File: src/rtl/alu_issue_stage.sv
// Execute-stage front end: operand bypass and decode toward the ALU, with the
// ALU result captured into a valid/ready EX/MEM register that supports flush.
module alu_issue_stage #(
  parameter int DATA_W = 64,
  parameter int CNT_W  = 32
) (
  input  logic              i_clk,
  input  logic              i_rst,
  input  logic              i_valid,
  output logic              o_ready,
  input  logic [6:0]        i_opcode,
  input  logic [2:0]        i_funct3,
  input  logic              i_funct7_b5,
  input  logic [4:0]        i_rs1,
  input  logic [4:0]        i_rs2,
  input  logic [DATA_W-1:0] i_rs1_data,
  input  logic [DATA_W-1:0] i_rs2_data,
  input  logic [DATA_W-1:0] i_imm,
  input  logic [4:0]        i_rd,
  input  logic              i_fwd_mem_en,
  input  logic [4:0]        i_fwd_mem_rd,
  input  logic [DATA_W-1:0] i_fwd_mem_data,
  input  logic              i_fwd_wb_en,
  input  logic [4:0]        i_fwd_wb_rd,
  input  logic [DATA_W-1:0] i_fwd_wb_data,
  output logic [DATA_W-1:0] o_alu_data0,
  output logic [DATA_W-1:0] o_alu_data1,
  output logic [2:0]        o_alu_control,
  input  logic [DATA_W-1:0] i_alu_result,
  input  logic              i_alu_zero,
  input  logic              i_flush,
  output logic              o_valid,
  input  logic              i_ready,
  output logic [DATA_W-1:0] o_result,
  output logic [4:0]        o_rd,
  output logic              o_br_taken,
  output logic              o_illegal,
  output logic [CNT_W-1:0]  o_retire_cnt
);

  typedef enum logic [2:0] {
    ALU_ADD = 3'b000,
    ALU_SUB = 3'b001,
    ALU_AND = 3'b010,
    ALU_OR  = 3'b011,
    ALU_XOR = 3'b100,
    ALU_SLL = 3'b101,
    ALU_SRL = 3'b110
  } alu_op_e;

  localparam logic [6:0] OP_R      = 7'b0110011;
  localparam logic [6:0] OP_I      = 7'b0010011;
  localparam logic [6:0] OP_LOAD   = 7'b0000011;
  localparam logic [6:0] OP_STORE  = 7'b0100011;
  localparam logic [6:0] OP_BRANCH = 7'b1100011;

  typedef struct packed {
    alu_op_e op;
    logic    use_imm;
    logic    is_shift;
    logic    is_branch;
    logic    writes_rd;
    logic    illegal;
  } decode_t;

  // MEM is younger than WB, so its value wins; x0 is hard-wired and never bypassed.
  function automatic logic [DATA_W-1:0] bypass(
    input logic [4:0]        rs,
    input logic [DATA_W-1:0] rf_data,
    input logic              mem_en,
    input logic [4:0]        mem_rd,
    input logic [DATA_W-1:0] mem_data,
    input logic              wb_en,
    input logic [4:0]        wb_rd,
    input logic [DATA_W-1:0] wb_data
  );
    logic [DATA_W-1:0] val;
    val = rf_data;
    if (rs != 5'd0) begin
      if (mem_en && (mem_rd == rs))     val = mem_data;
      else if (wb_en && (wb_rd == rs))  val = wb_data;
    end
    return val;
  endfunction

  logic [DATA_W-1:0] rs1_val;
  logic [DATA_W-1:0] rs2_val;
  logic [DATA_W-1:0] operand1;
  decode_t           dec;
  logic              br_taken;
  logic [DATA_W-1:0] result_in;
  logic [4:0]        rd_in;

  logic              valid_q,      valid_d;
  logic [DATA_W-1:0] result_q,     result_d;
  logic [4:0]        rd_q,         rd_d;
  logic              br_taken_q,   br_taken_d;
  logic              illegal_q,    illegal_d;
  logic [CNT_W-1:0]  retire_cnt_q, retire_cnt_d;

  logic accept;
  logic drain;

  assign rs1_val = bypass(i_rs1, i_rs1_data, i_fwd_mem_en, i_fwd_mem_rd, i_fwd_mem_data,
                          i_fwd_wb_en, i_fwd_wb_rd, i_fwd_wb_data);
  assign rs2_val = bypass(i_rs2, i_rs2_data, i_fwd_mem_en, i_fwd_mem_rd, i_fwd_mem_data,
                          i_fwd_wb_en, i_fwd_wb_rd, i_fwd_wb_data);

  // NOTE: every always_comb output gets a default first so no path leaves it unassigned (no latch).
  always_comb begin
    dec           = '0;
    dec.op        = ALU_ADD;
    dec.writes_rd = 1'b1;
    unique case (i_opcode)
      OP_R, OP_I: begin
        dec.use_imm = (i_opcode == OP_I);
        unique case (i_funct3)
          3'b000:  dec.op = (i_opcode == OP_R && i_funct7_b5) ? ALU_SUB : ALU_ADD;
          3'b111:  dec.op = ALU_AND;
          3'b110:  dec.op = ALU_OR;
          3'b100:  dec.op = ALU_XOR;
          3'b001: begin
            dec.op       = ALU_SLL;
            dec.is_shift = 1'b1;
          end
          3'b101: begin
            dec.op       = ALU_SRL;
            dec.is_shift = 1'b1;
          end
          default: dec.illegal = 1'b1;
        endcase
      end
      OP_LOAD: begin
        dec.use_imm = 1'b1;
      end
      OP_STORE: begin
        dec.use_imm   = 1'b1;
        dec.writes_rd = 1'b0;
      end
      OP_BRANCH: begin
        dec.op        = ALU_SUB;
        dec.is_branch = 1'b1;
        dec.writes_rd = 1'b0;
        dec.illegal   = (i_funct3[2:1] != 2'b00);
      end
      default: dec.illegal = 1'b1;
    endcase
    if (dec.illegal) dec.writes_rd = 1'b0;
  end

  // Shift amounts only use the low six bits; the rest of the operand is zeroed.
  always_comb begin
    operand1 = dec.use_imm ? i_imm : rs2_val;
    if (dec.is_shift) operand1 = {{(DATA_W-6){1'b0}}, operand1[5:0]};
  end

  assign o_alu_data0   = rs1_val;
  assign o_alu_data1   = operand1;
  assign o_alu_control = dec.op;

  always_comb begin
    br_taken = 1'b0;
    if (dec.is_branch && !dec.illegal) br_taken = i_funct3[0] ? !i_alu_zero : i_alu_zero;
  end

  assign result_in = dec.illegal   ? '0   : i_alu_result;
  assign rd_in     = dec.writes_rd ? i_rd : 5'd0;

  assign o_ready = !i_rst && (!valid_q || i_ready);
  assign accept  = i_valid && o_ready && !i_flush;
  assign drain   = valid_q && i_ready;

  // Flush overrides everything: no capture, no retire count, entry dropped.
  always_comb begin
    valid_d      = valid_q;
    result_d     = result_q;
    rd_d         = rd_q;
    br_taken_d   = br_taken_q;
    illegal_d    = illegal_q;
    retire_cnt_d = retire_cnt_q;
    if (i_flush) begin
      valid_d = 1'b0;
    end else begin
      if (drain) retire_cnt_d = retire_cnt_q + {{(CNT_W-1){1'b0}}, 1'b1};
      if (accept) begin
        valid_d    = 1'b1;
        result_d   = result_in;
        rd_d       = rd_in;
        br_taken_d = br_taken;
        illegal_d  = dec.illegal;
      end else if (drain) begin
        valid_d = 1'b0;
      end
    end
  end

  // NOTE: state registers use non-blocking assignments so every flop samples pre-edge values.
  always_ff @(posedge i_clk or posedge i_rst) begin
    if (i_rst) begin
      valid_q      <= 1'b0;
      result_q     <= '0;
      rd_q         <= 5'd0;
      br_taken_q   <= 1'b0;
      illegal_q    <= 1'b0;
      retire_cnt_q <= '0;
    end else begin
      valid_q      <= valid_d;
      result_q     <= result_d;
      rd_q         <= rd_d;
      br_taken_q   <= br_taken_d;
      illegal_q    <= illegal_d;
      retire_cnt_q <= retire_cnt_d;
    end
  end

  assign o_valid      = valid_q;
  assign o_result     = result_q;
  assign o_rd         = rd_q;
  assign o_br_taken   = br_taken_q;
  assign o_illegal    = illegal_q;
  assign o_retire_cnt = retire_cnt_q;

endmodule

File: config.mk
export PLATFORM = sky130hd
export DESIGN_NAME = alu_issue_stage
export DESIGN_NICKNAME = d
export VERILOG_FILES = /design/src/rtl/alu_issue_stage.sv
export SDC_FILE = /design/constraint.sdc
export NUM_CORES = 1
export LEC_CHECK = 0
export ABC_AREA = 1
export CELL_PAD_IN_SITES_DETAIL_PLACEMENT = 0
export CELL_PAD_IN_SITES_GLOBAL_PLACEMENT = 1
export CORE_AREA = 2 2 262 264
export DETAILED_ROUTE_END_ITERATION = 16
export DIE_AREA = 0 0 264 266
export PLACE_DENSITY = 0.67
export SYNTH_ARGS = -nofsm -noshare
export SYNTH_HDL_FRONTEND = slang
export SYNTH_SLANG_ARGS = --single-unit
File: constraint.sdc
create_clock -name i_clk -period 10.5 [get_ports i_clk]
set_clock_uncertainty 0.1 [all_clocks]
set_input_delay 1.575 -clock i_clk [delete_from_list [all_inputs] [get_ports i_clk]]
set_output_delay 1.575 -clock i_clk [all_outputs]
set_load 0.01 [all_outputs]
==> run_results.csv <==
group,metric,value,unit
status,status,"finished clean",
pwr,p_leak,8.34,nW
global_routing,track_usage,0.165,
logic_synthesis,ys_seq_area_frac,0.277,
detailed_routing,wl_per_cell,18.7,um
global_routing,grt_pass1_wl,86000,um
pwr,finalPower,0.00132,W
place,placed_cell_area,16800,um2
clocking,cts_setup_buffers,0,
floorplan,die_x,264,um
sta,slew_viol_final,0,
pwr,ir_drop,78.8,uV
logic_synthesis,synth_warnings,0,
detailed_routing,ant_nets,0,
logic_synthesis,syn_avg_cell_area,5.43,um2
pwr,net-switching-power,0.000422,W
critical_path,reg2reg_slack,7970,ps
critical_path,critPathMaxFanout,33,
logic_synthesis,syn_nets,2162,
detailed_routing,first_pass_iters,5,
final_layout,design_area,17100,um2
sta,hold_viol_final,0,
critical_path,ff2ff_path_depth,11,
clocking,clkSinkCount,104,
place,io_buffers,663,
critical_path,reg2reg_to,"o_result[41]",
detailed_routing,drt_iter0_drc,626,
clocking,tritoncts,"done",
global_routing,antenna_found_initial,14,
pwr,pwr-share-seq,0.326,
pwr,power_frac_comb,0.395,
critical_path,worstReg2RegStart,"o_valid",
pwr,p_sw_frac,0.319,
global_routing,grt_max_degree,74,
sta,max_freq,138,MHz
worst_hold_path,hold_path_class,"reg2reg",
clocking,cts_resized,0,
floorplan,placementRows,96,
logic_synthesis,synth_cell_types,33,
detailed_routing,drc,0,
floorplan,initial_core_util,0.139,
final_layout,layout-drive-gt1-share,0.0258,
run,timing.max_cap.violations,0,
detailed_routing,viasPerCell,3.90,
clocking,cts-root-buf,"clkbuf_16",
detailed_routing,vias,12500,
place,dp_hpwl,49500,um
pwr,p_clk_frac,0.279,
sta,tns,0,ps
sta,relSlewSlack,0.302,
critical_path,crit_path_start_kind,"primary input",
detailed_routing,drt_wl_total,60000,um
logic_synthesis,synth_cells,1733,
sta,layout_min_cycle_time,7260,ps
critical_path,endpoint,"o_alu_data0[63]",
final_layout,area_delta_synth_final,81.7,%
clocking,clk_latency,360,ps
pwr,powerDensity,77.2,nW/um2
logic_synthesis,syn-cell-area,9410,um2
critical_path,cp-startpoint,"i_rs1[1]",
critical_path,arrival,5580,ps
floorplan,die-area,70200,um2
floorplan,ios,664,
clocking,path_clk_slew,70,ps
critical_path,cp-end-kind,"output pin",
final_layout,layout.nets,2752,
floorplan,die_h,266,um
floorplan,core,67700,um2
clocking,cts_buffers,9,
critical_path,path_class,"in2out",
sta,tightest_slew,1040,ps
sta,finalCritPeriodShare,0.691,
global_routing,overflow,0,
pwr,p_int,0.000899,W
clocking,hold_buffers,0,
sta,finalSetupViolations,0,
sta,rsz0062_at_grt,"false",
clocking,h-tree-depth,3,
clocking,cts_buffer_depth,2,
place,globalplace.congestion,0.897,
global_routing,grt_pass1_vias,12500,
critical_path,cp.required,8830,ps
sta,whs,381,ps
logic_synthesis,ys_ff_latch,104,
-- through the flow --
step | setup WS [ps] | utilization | std cells
2_1_floorplan | 4710 | - | 1733
3_3_place_gp | 3110 | 0.247 | 3194
3_5_place_dp | 3180 | 0.247 | 3194
4_1_cts | 3170 | 0.252 | 3210
5_1_grt | 2910 | 0.252 | 3210
6_report | 3240 | 0.252 | 3214
-- critical path: stages --
cell,delay [ps]
clkdlybuf4s50_1,530
inv_1,80
nand2_1,90
nand2_1,50
nor3_1,280
nand3_4,470
a21boi_4,970
buf_4,540
nor2_1,140
nor2_1,220
clkdlybuf4s50_1,580
-- power by group through the flow --
stage / sequential, W / combinational [W] / clock (W)
after floorplan: 0.000443 / 0.000163 / 0
after global placement: 0.000438 / 0.000532 / 0
after detailed placement: 0.000439 / 0.000530 / 0
after CTS: 0.000431 / 0.000532 / 0.000382
after global routing: 0.000434 / 0.000568 / 0.000391
final: 0.000430 / 0.000522 / 0.000368
-- registers in the layout (all words and copies together), names as in the netlist --
register / flops
o_br_taken: 1
o_retire_cnt: 32
o_valid: 1
o_rd: 5
o_result: 64
o_illegal: 1
-- placed cells by master (no fill, tap or decap), types with 3 or more instances in the layout --
cell / synthesis / final
inv_2: 13 / 12
o21ai_0: 125 / 125
a21oi_1: 6 / 6
clkbuf_16: 0 / 9
inv_1: 117 / 116
nand3_4: 0 / 3
nand2_1: 618 / 617
buf_4: 15 / 13
xnor2_1: 12 / 12
clkdlybuf4s50_1: 0 / 663
nor2_1: 543 / 543
nand4_1: 10 / 10
nand3_1: 19 / 17
xor2_1: 18 / 18
nor3_1: 5 / 5
diode_2: 0 / 4
o21ai_1: 24 / 24
dfrtp_1: 104 / 104
nor2_2: 4 / 4
-- metal layers --
layer,GRT usage,vias to the layer above,share of wire
met5,0,-,0.0019
met4,0.0293,16,0.013
met3,0.0502,37,0.080
met2,0.283,456,0.47
met1,0.205,5615,0.43
li1,-,6409,-
-- worst min path at each step --
stage	start	to	slack [ps]	depth (start not counted)
after detailed placement	o_result[11]	o_result[11]	360	2
final	o_result[42]	o_result[42]	380	2
after global routing	o_result[42]	o_result[42]	410	2
after floorplan	o_retire_cnt[31]	o_retire_cnt[31]	410	1
after global placement	o_result[4]	o_result[4]	360	2
after CTS	o_result[42]	o_result[42]	380	2
-- final cells by class --
type	instances	area, um2
diodes	4	10.0
clock buffers	9	225
clock inverters	7	95.1
fillers	7739	50700
inverters	130	493
multi-input cells	1402	5830
flip-flops and latches	104	2600
well taps	882	1100
repair buffers	676	6730
-- cell families after synthesis --
group | count (synthesis) | share of synthesized area
XOR/XNOR | 30 | 0.0279
buffers and inverters | 227 | 0.110
flip-flops | 104 | 0.277
AO/OA/AOI/OAI | 159 | 0.0857
AND/OR/NAND/NOR | 1212 | 0.499
adder cells (fa/ha/maj) | 1 | 0.00133
-- cells in the mapped netlist --
cell type	instances	area, um2
inv_1	117	439
inv_2	13	48.8
o21ai_0	125	626
nand3_1	19	95.1
ha_1	1	12.5
buf_1	5	18.8
clkbuf_1	32	120
nor2_1	543	2040
buf_4	15	113
nand4_1	10	62.6
nor3_1	5	25.0
o21ai_1	24	120
a2111oi_0	1	8.76
nand3_2	3	30.0
nor3_2	1	10.0
nor2b_1	1	6.26
dfrtp_1	104	2600
buf_6	11	124
and3_1	1	6.26
nand2_2	1	6.26
nor2_2	4	25.0
xor2_1	18	158
xnor2_1	12	105
a21oi_1	6	30.0
a21boi_0	1	7.51
nor4_2	1	12.5
buf_2	34	170
nor2_4	2	22.5
nand2_1	618	2320
nand3b_1	2	15.0
a21boi_1	1	7.51
o22ai_1	1	6.26
nor3_4	1	16.3
(Power assumes the default switching activity.)
